--- config.mk ---
export PLATFORM = sky130hd
export DESIGN_NAME = pa_in_sched
export DESIGN_NICKNAME = d
export VERILOG_FILES = /design/src/rtl/pa_in_sched_pkg.sv /design/src/rtl/pa_in_sched_rr_arb.sv /design/src/rtl/pa_in_sched.sv
export SDC_FILE = /design/constraint.sdc
export NUM_CORES = 1
export LEC_CHECK = 0
export CAP_MARGIN = 40
export CORE_UTILIZATION = 40
export DETAILED_ROUTE_END_ITERATION = 7
export PLACE_DENSITY = 0.77
export SYNTH_ARGS = -nofsm -noshare
export SYNTH_HDL_FRONTEND = slang
export SYNTH_SLANG_ARGS = --single-unit
--- constraint.sdc ---
create_clock -name clock -period 3.8 [get_ports clock]
set_input_delay 0.57 -clock clock [delete_from_list [all_inputs] [get_ports clock]]
set_output_delay 0.57 -clock clock [all_outputs]
set_load 0.01 [all_outputs]
--- src/rtl/pa_in_sched_pkg.sv ---
// Shared definitions for the pa_in_sched capture scheduler.
// Holds the requester count, datapath config-RAM addresses and FSM state encoding.
package pa_in_sched_pkg;

  localparam int unsigned PA_NUM_REQ = 4;

  // Datapath config-RAM addresses driven on cs_addr.
  localparam logic [2:0] PA_CS_IDLE = 3'b000;  // hold
  localparam logic [2:0] PA_CS_COPY = 3'b001;  // PI -> A0

  typedef enum logic [1:0] {
    StIdle  = 2'd0,
    StCopy  = 2'd1,
    StPush  = 2'd2,
    StStall = 2'd3
  } pa_state_e;

endpackage

--- src/rtl/pa_in_sched_rr_arb.sv ---
// pa_rr_arb: combinational rotate-priority arbiter.
// Ports:
//   req  - per-source request bits
//   ptr  - index where the priority search starts (wraps 3 -> 0)
//   any  - at least one request is set
//   win  - index of the first set request at or after ptr
module pa_rr_arb
  import pa_in_sched_pkg::*;
(
  input  logic [PA_NUM_REQ-1:0] req,
  input  logic [1:0]            ptr,
  output logic                  any,
  output logic [1:0]            win
);

  logic [1:0] idx;

  always_comb begin
    any = 1'b0;
    win = ptr;
    idx = ptr;
    for (int unsigned i = 0; i < PA_NUM_REQ; i++) begin
      idx = ptr + 2'(i);  // 2-bit add wraps the search naturally
      if (!any && req[idx]) begin
        any = 1'b1;
        win = idx;
      end
    end
  end

endmodule

--- src/rtl/pa_in_sched.sv ---
// pa_in_sched: round-robin scheduler sharing one UDB capture datapath
// (PI -> A0 -> FIFO0) among four byte sources.
// Ports:
//   clock, reset            - datapath clock, asynchronous active-high reset
//   en                      - scheduler enable (gates new grants and dma)
//   req, req_data           - per-source request and byte (source i at [8i+7:8i])
//   gnt                     - one-hot grant pulse in the capture (COPY) cycle
//   pi, cs_addr, f0_load    - datapath parallel input, config address, FIFO0 load
//   f0_full, f0_bus_stat    - FIFO0 full and DMA status from the datapath
//   dma                     - f0_bus_stat gated by en
//   burst_cnt, burst_done   - bytes pushed in current burst, burst completion pulse
module pa_in_sched
  import pa_in_sched_pkg::*;
#(
  parameter int unsigned BURST_LEN = 16
) (
  input  logic                    clock,
  input  logic                    reset,
  input  logic                    en,
  input  logic [PA_NUM_REQ-1:0]   req,
  input  logic [8*PA_NUM_REQ-1:0] req_data,
  output logic [PA_NUM_REQ-1:0]   gnt,
  output logic [7:0]              pi,
  output logic [2:0]              cs_addr,
  output logic                    f0_load,
  input  logic                    f0_full,
  input  logic                    f0_bus_stat,
  output logic                    dma,
  output logic [7:0]              burst_cnt,
  output logic                    burst_done
);

  localparam logic [7:0] BurstLenB = 8'(BURST_LEN);

  pa_state_e  state;
  logic [1:0] ptr;
  logic [1:0] win_q;
  logic       arb_any;
  logic [1:0] arb_win;
  logic [7:0] win_byte;
  logic [7:0] cnt_next;

  pa_rr_arb u_arb (
    .req (req),
    .ptr (ptr),
    .any (arb_any),
    .win (arb_win)
  );

  always_comb begin
    win_byte = req_data[{arb_win, 3'b000} +: 8];
    cnt_next = burst_cnt + 8'd1;
    dma      = f0_bus_stat & en;
  end

  // Outputs are registered: each state's outputs are loaded on the edge that enters it.
  always_ff @(posedge clock or posedge reset) begin
    if (reset) begin
      state      <= StIdle;
      ptr        <= 2'd0;
      win_q      <= 2'd0;
      pi         <= 8'h00;
      gnt        <= '0;
      cs_addr    <= PA_CS_IDLE;
      f0_load    <= 1'b0;
      burst_cnt  <= 8'd0;
      burst_done <= 1'b0;
    end else begin
      gnt        <= '0;
      cs_addr    <= PA_CS_IDLE;
      f0_load    <= 1'b0;
      burst_done <= 1'b0;
      case (state)
        StIdle: begin
          if (en && arb_any) begin
            if (!f0_full) begin
              win_q   <= arb_win;
              pi      <= win_byte;
              gnt     <= PA_NUM_REQ'(1) << arb_win;
              cs_addr <= PA_CS_COPY;
              state   <= StCopy;
            end else begin
              state <= StStall;
            end
          end
        end
        StStall: begin
          if (!f0_full) state <= StIdle;
        end
        // f0_full is ignored from here on: the FIFO reserves one slot of slack.
        StCopy: begin
          f0_load <= 1'b1;
          ptr     <= win_q + 2'd1;
          if (cnt_next == BurstLenB) begin
            burst_cnt  <= 8'd0;
            burst_done <= 1'b1;
          end else begin
            burst_cnt <= cnt_next;
          end
          state <= StPush;
        end
        StPush: state <= StIdle;
        default: state <= StIdle;
      endcase
    end
  end

endmodule

# Yosys cells after proc, flatten, opt, wreduce, memory -nomap -nowiden
# Index checks and enable logic that the tools add are counted.
# totals
out_inout_bits	26
in_bits	41
reg_bits	31
wordCells	67
# op_classes
eq_ne	6
n_shift	2
bitwise_logic	2
reduce_logical	10
add_sub_neg	5
n_mux	29
magnitude_cmp	4
# op_table
operator	n
$shiftx A32 B6 Y8	1
$mux W1	14
$lt A2 B3 Y1 const B	4
$mux W2	6
$mux W4	3
$add A8 B1 Y8 const B	1
$bmux W1 S2	4
$eq A8 B5 Y1 const B	1
$mux W8	1
$pmux W2 S4	1
$add A2 B1 Y2 const B	2
$add A2 B2 Y2 const B	2
$eq A2 B2 Y1 const B	2
$logic_and A1 B1 Y1	4
$ne A2 B2 Y1 const B	2
$shl A1 B2 Y4 const A	1
$logic_not A1 Y1	3
$reduce_and A3 Y1	1
$eq A2 B1 Y1 const B	1
$logic_not A2 Y1	1
$reduce_and A2 Y1	1
$and A1 B1 Y1	1
$not A1 Y1	1

# Longest topological paths before layout
# Gate-level depths: netlist of the first run.
# depth
word_depth	16
mapped_depth	7
depth_no_buf	6

# Modules after synthesis
# Synthesis of the first run repeated with hierarchy kept, for this count alone.
# unflattened
cells_unflattened	163
hier_area_um2	1644.1
# by_module_without_submodules
mod	cells_each	area_per_inst_um2	instances
pa_in_sched	147	1547.7	1
pa_rr_arb	16	96.3	1

# Least setup slack after synthesis of the first run
# Ideal clock, no wire load.
# synth_timing
kind	register -> register
start	reg burst_cnt[0]
end	reg burst_cnt[0]
path_buffers	0
setup_slack_ns	2.034
setup_ns	0.133
t_arrival_ns	1.633
synth_period_minus_slack_ns	1.766
stages_incl_launch_ff	7
path_cell_list	dfrtp_1 -> ha_1 -> and3_1 -> nand3_1 -> mux2_1 -> nor4_2 -> o21ai_1
# synth_between
elab_chain_len	3
# synth_lines
item	line	source
start: declaration	pa_in_sched.sv:29	output logic [7:0] burst_cnt,
start signal: assignment	pa_in_sched.sv:98	burst_cnt <= cnt_next;
$add A8 B1 Y8 *	pa_in_sched.sv:52	cnt_next = burst_cnt + 8'd1;
$eq A8 B5 Y1	pa_in_sched.sv:94	if (cnt_next == BurstLenB) begin
$mux W8 *	pa_in_sched.sv:94	
# Mark *: on every way between the ends. The rest lies on a longest branch, timed or not.
# A chain may end at the register's enable or synchronous reset.

# Worst setup path after layout of the first run
# layout_timing
start	in req[0]
end	reg pi[3]
# layout_between
elab_chain_len	14
word_cells_on_any_way	24
# layout_lines
item	line	source
start: declaration	pa_in_sched.sv:20	input logic [PA_NUM_REQ-1:0] req,
branches (longest 14 deep; another with $bmux W1 S2)	n/a	
end signal: assignment	pa_in_sched.sv:78	pi <= win_byte;
end: declaration	pa_in_sched.sv:23	output logic [7:0] pi,
# Several ways; the timed one is not identified. The select of a mux whose other input is x is not followed.

==> results of run 1 <==
==> worst max-delay path, stage by stage <==
cell and delay [ps]:
clkdlybuf4s50_1 550, and2b_1 210, a21oi_1 70, o211ai_2 450, buf_8 240, mux2i_1 240, a221oi_1 100
==> routing by layer <==
layer,vias up,wire [um],track usage (%)
li1,649,-,-
met1,659,1484,21.58
met2,51,1870,34.18
met3,5,232,6.607
met4,0,51,10.80
met5,-,0,0
==> power by group through the flow <==
stage	Clock (uW)	Sequential (uW)	Combinational, uW
after floorplan	0	533	354
after global placement	0	523	585
after detailed placement	0	529	620
after CTS	252	526	626
after global routing	265	546	682
final	248	528	621
==> flip-flops by register name (all words and copies together) (netlist names) <==
| name | cells |
|---|---|
| f0_load | 1 |
| pi | 8 |
| cs_addr | 1 |
| burst_done | 1 |
| burst_cnt | 8 |
| state | 2 |
| win_q | 2 |
| gnt | 4 |
| ptr | 2 |
==> layout make-up <==
class	count	area [um2]	share of cell area (%)
tap	48	60.06	2.596
multi-input combinational	108	743.2	32.13
timing repair buffer	66	683.2	29.53
clock buffer	7	86.33	3.732
sequential	29	725.7	31.37
inverter	4	15.01	0.6490
==> placed cells by master, fill, tap and decap left out, types with 2 or more instances in the layout <==
cell type	instances
nand2_1	10
clkdlybuf4s50_1	64
nor3_1	2
nor2b_1	2
nand2b_1	3
o21ai_1	4
a221oi_1	8
xor2_1	5
xnor2_1	4
inv_2	2
ha_1	2
mux2i_1	16
o31a_1	2
conb_1	2
o21ai_0	4
and3_1	6
nor2_1	14
dfrtp_1	29
clkbuf_8	6
inv_1	2
nand3_1	3
and2_1	3
a21oi_1	4
==> per-stage QoR <==
stage                     utilization [%]  hold slack (ps)  setup WS (ps)  std cells
after global routing                62.72            533.0           1320        262
after global placement              59.23            481.2           1003        253
after floorplan                         -            471.1           2034        149
after detailed placement            60.38            489.1           1204        255
after CTS                           62.72            501.1           1479        262
final                               62.72            498.8           1475        262
==> final timing paths <==
kind / slack (ps) / cells after the start / start / to
worst max-delay path: 1470 / 7 / req[0] / pi[3]
worst min-delay path: 500 / 1 / win_q[1] / win_q[1]
worst max register to register: 1860 / 6 / ptr[0] / pi[3]
worst min register to register: 500 / 1 / win_q[1] / win_q[1]
max in group asynchronous: 2710 / 3 / reset / ptr[1]
min in group asynchronous: 620 / 2 / reset / burst_cnt[5]
==> cell families after synthesis <==
| kind of cell | share of synthesized area, % |
|---|---|
| AND/OR/NAND/NOR | 17.39 |
| flip-flops | 47.12 |
| AO/OA/AOI/OAI | 12.51 |
| multiplexers | 11.13 |
| buffers and inverters | 4.874 |
| XOR/XNOR | 5.117 |
| adder cells (fa/ha/maj) | 1.624 |
| other | 0.2435 |
==> summary.txt, run 1 <==
Status
  – Status: finished clean

Synthesis
  – Area leader, netlist: dfrtp_1
  – Syn Area/Cell: 10.41 um2
  – EDFF count, synth: 0
  – Most frequent cell after synthesis: dfrtp_1
  – Mapped Area: 1540 um2
  – Yosys warning count: 0
  – Netlist cell types: 38
  – Top cells by count, synth: dfrtp_1 (29), mux2i_1 (16), nor2_1 (14)
  – Ranking of synthesized cells by area: dfrtp_1 (47%), mux2i_1 (10%), a221oi_1 (4.5%)
  – FF+latch count, synth: 29
  – Mapped Cells: 148
  – Synth top area share: 47.12%
  – Asr flop ratio synth: 100.0%
  – Post-synthesis sequential area ratio: 47.12%
  – Main synth FF type: dfrtp_1

Power and ir drop
  – Net Sw Frac: 35.23%
  – Sequential Power Share: 37.8%
  – Psw: 492.3 uW
  – Max IR drop VDD: 0.0002938 V
  – Int Power: 905.0 uW
  – Gate power share: 44.5%
  – Power share of the clock group: 17.8%
  – Overall power: 1397 uW
  – Leak Pwr: 0.001046 uW
  – Power per standard cell area: 604.0 nW/um2

Worst setup path
  – CP endpoint kind: register
  – Crit path DAT: 2440 ps
  – Worst Path Required: 3920 ps
  – Critical path fanouts, max: 15
  – Critical path type: in2reg
  – Startpoint Class: input port

STA
  – Setup tns final: 0 ps
  – Fmax: 430.1 MHz
  – Clock Skews: 6.999 ps
  – Rel. slew slack: 56.68%
  – RSZ-0062 raised after global routing: no
  – Final setup viols: 0
  – Fin crit period: 2325 ps
  – Slew @ Worst Pin: 647.4 ps
  – Tcrit/Tclk final: 61.19%
  – Final Hold Viols: 0
  – Max-slew violation count: 0

Finish
  – FILL cells: 328
  – Area grow syn2layout: 50.20%
  – Post-layout net count: 257
  – Cell area after layout: 2313 um2
  – # diodes: 0
  – Layout cells sized above 1: 7.009%

Clocking
  – TritonCTS buffer count: 5
  – CTS sink count: 29
  – CTS hold repair buffers: 0
  – Clock transition at the registers of the reported paths: 50 ps
  – Longest Clk Path Bufs: 2
  – Htree depth: 2
  – Setup bufs post-CTS: 0
  – CTS tree: done
  – Clk Latency, worst-skew pair: 280 ps
  – Cts repair resizes: 0
  – Clk Tree Root Cell: clkbuf_8

Detailed routing
  – Detailed Routing Iterations Pass 1: 4
  – Routed len/inst: 13.89 um
  – Vias/cell: 5.206
  – Total routed wirelength: 3640 um
  – DRT iter0 DRCs: 35
  – ANT nets after route: 0
  – Post-route DRC violation count: 0
  – Vias: 1364

Place
  – GPL Wtd Cong: 0.7856
  – DP Area: 2227 um2
  – Dpl hpwl: 2783 um
  – PortBufs: 64

GRT
  – Antenna violations before repair: 0
  – GRT Residual Overflow: 0
  – Largest net degree at the start of global routing: 20
  – Vias in the first global route: 1416
  – All-Layer GR Usage: 19.95%
  – First-pass GRT wire length: 6134 um

Floorplan
  – Total Die Area: 4102 um2
  – Core Box Area: 3689 um2
  – Cell Rows: 22
  – Die X: 64.05 um
  – Die Span Y: 64.05 um
  – Initial Utilization: 41.76%
  – # IOs: 67

Min path
  – Tightest Hold Check Type: reg2reg

Flow run
  – Max-Cap Viols: 0
(Power assumes the default switching activity.)
==> run 2: changes to the inputs <==
--- a/config.mk
+++ b/config.mk
@@ -6,9 +6,9 @@
 export NUM_CORES = 1
 export LEC_CHECK = 0
 export CAP_MARGIN = 40
-export CORE_UTILIZATION = 40
+export CORE_UTILIZATION = 38
 export DETAILED_ROUTE_END_ITERATION = 7
-export PLACE_DENSITY = 0.77
+export PLACE_DENSITY = 0.76
 export SYNTH_ARGS = -nofsm -noshare
 export SYNTH_HDL_FRONTEND = slang
 export SYNTH_SLANG_ARGS = --single-unit
==> constraint.sdc (replaced) <==
create_clock -name clock -period 1.98 [get_ports clock]
set_input_delay 0.297 -clock clock [delete_from_list [all_inputs] [get_ports clock]]
set_output_delay 0.297 -clock clock [all_outputs]
set_load 0.01 [all_outputs]
==> run 2 against run 1 <==
- critical path depth shrank 1
- hold slack got worse by 93 ps
- cell count grew 2.3%
- combinational power is 110% higher
- largest power group unchanged
==> summary.txt, run 2 (synthesis gave the netlist of run 1 again) <==
Status
  – Status: finished clean

Clocking
  – Clock transition at the registers of the reported paths: 60 ps (about the same)
  – Clk Latency, worst-skew pair: 280 ps (about the same)
  – CTS hold repair buffers: 0 (unchanged)
  – Clk Tree Root Cell: clkbuf_8
  – CTS tree: done
  – Longest Clk Path Bufs: 2 (unchanged)
  – Htree depth: 2 (unchanged)
  – CTS sink count: 29 (unchanged)
  – Setup bufs post-CTS: 0 (unchanged)
  – TritonCTS buffer count: 5 (unchanged)

Detailed routing
  – ANT nets after route: 0 (unchanged)
  – Routed len/inst: 14.57 um (+4.9%)
  – DRT iter0 DRCs: 43 (+23%)
  – Post-route DRC violation count: 0 (unchanged)
  – Vias: 1381 (+1.2%)
  – Total routed wirelength: 3905 um (+7.3%)
  – Detailed Routing Iterations Pass 1: 4 (unchanged)
  – Vias/cell: 5.153 (-1.0%)

Place
  – Dpl hpwl: 2976 um (+6.9%)
  – GPL Wtd Cong: 0.7130 (-9.2%)
  – PortBufs: 64 (unchanged)
  – Setup WS pre-CTS: -288.2 ps (-1492 ps)
  – DP Area: 2250 um2 (+1.0%)

Floorplan
  – Initial Utilization: 40.84% (-0.91 points)
  – Die X: 65.67 um (+2.5%)
  – Core Box Area: 3771 um2 (+2.2%)
  – Total Die Area: 4312 um2 (+5.1%)
  – Die Span Y: 65.67 um (+2.5%)
  – Cell Rows: 22 (unchanged)
  – # IOs: 67 (unchanged)

STA
  – Final setup margin: 140.1 ps (-1335 ps)
  – Fmax: 543.5 MHz
  – Tcrit/Tclk final: 92.92%
  – Final setup viols: 0 (unchanged)
  – Fin crit period: 1840 ps
  – Final Hold Viols: 0 (unchanged)
  – Max-slew violation count: 0 (unchanged)
  – Clock Skews: 4.476 ps (-2.523 ps)
  – RSZ-0062 raised after global routing: no

Flow run
  – Max-Cap Viols: 0 (unchanged)

Worst setup path
  – Worst r2r src: burst_cnt[0]
  – Critical path type: reg2reg
  – Startpoint Class: register
  – Critical path fanouts, max: 5 (-10)
  – Crit path DAT: 1980 ps (-460 ps)
  – Worst r2r dst: burst_cnt[1]
  – Slowest cell on crit path: dfrtp_1
  – CP peak stage delay: 380 ps (-170 ps)
  – Cell Chain, Critical Path: ha_1 > and3_1 > nand3_1 > mux2_1 > nor4_2 > o21ai_1
  – Worst Path Required: 2120 ps (-1800 ps)
  – R2R setup slack: 140 ps (-1720 ps)
  – Reg2Reg Depth: 6 (unchanged)
  – CP endpoint kind: register

Finish
  – Cell area after layout: 2389 um2 (+3.2%)
  – Regs by FF count: burst_cnt (8), pi (8), gnt (4)
  – Leading cell type in the layout, fill and taps excluded: clkdlybuf4s50_1
  – Layout cells sized above 1: 10.91% (+3.9 points)
  – Most frequent cells in the layout: clkdlybuf4s50_1 (64), dfrtp_1 (29), mux2i_1 (16), nor2_1 (12), nand2_1 (10)
  – Area grow syn2layout: 55.08%
  – # diodes: 0 (unchanged)
  – Post-layout net count: 262 (+1.9%)

Power and ir drop
  – Overall power: 2990 uW (+110%)
  – Max IR drop VDD: 0.0006643 V (+130%)
  – Power per standard cell area: 1252 nW/um2 (+110%)
  – Leak Pwr: 0.001088 uW (+4.0%)

GRT
  – Antenna violations before repair: 0 (unchanged)
  – Largest net degree at the start of global routing: 30 (+50%)
  – First-pass GRT wire length: 6368 um (+3.8%)
  – GRT Residual Overflow: 0 (unchanged)
  – Vias in the first global route: 1368 (-3.4%)
  – All-Layer GR Usage: 19.68% (-0.27 points)

Min path
  – Tightest Hold Check Type: in2async
[run 2: report_power, final]
group          internal [uW]  switching, uW
clock network            499            218
registers                802            193
logic                    703            574
[run 2: worst max-delay path by stage]
stage                       from      endpoint  slack, ps  cells after the start
floorplan           burst_cnt[0]  burst_cnt[0]        210                      6
global placement          req[2]         pi[0]        -80                      6
detailed placement        req[2]         pi[7]       -290                      6
CTS                       req[2]         pi[4]         40                      6
global route        burst_cnt[0]  burst_cnt[4]          9                      6
finish              burst_cnt[0]  burst_cnt[1]        140                      6
[run 2: per-layer routing]
| layer | GRT usage (%) | share of wire [%] |
|---|---|---|
| met3 | 2.951 | 3.1 |
| met1 | 24.42 | 42 |
| met4 | 8.696 | 1.3 |
| met5 | 0 | 0 |
| met2 | 33.42 | 54 |
[run 2: metrics by stage]
stage               util, %  setup TNS (ps)  std cells  hold WS (ps)
global placement      59.65          -621.2        260         489.5
finish                63.34               0        268         405.6
detailed placement    59.65           -2011        260         496.2
floorplan                 -               0        149         375.1
CTS                   63.27               0        268         422.2
global route          63.34               0        268         450.4
[run 2: final cells by class]
type / count / area (um2)
Sequential cell: 29 / 725.7
Inverter: 4 / 15.01
Clock buffer: 5 / 68.82
Fill cell: 311 / 1383
Timing Repair Buffer: 71 / 705.7
Clock inverter: 3 / 65.06
Tap cell: 48 / 60.06
Multi-Input combinational cell: 108 / 748.2
[run 2: what timing repair did]
action | CTS | global route
resized for setup | 1 | 1
hold endpoints to repair | 0 | 0
pin swaps | 0 | 0
setup endpoints to repair | 1 | 8
[run 2: critical path: cells and delay by family (launching register included)]
kind	cells	cell delay, ps
mux	1	340
simple gates	3	600
compound gates	1	130
flops	1	380
fa+ha+maj	1	260
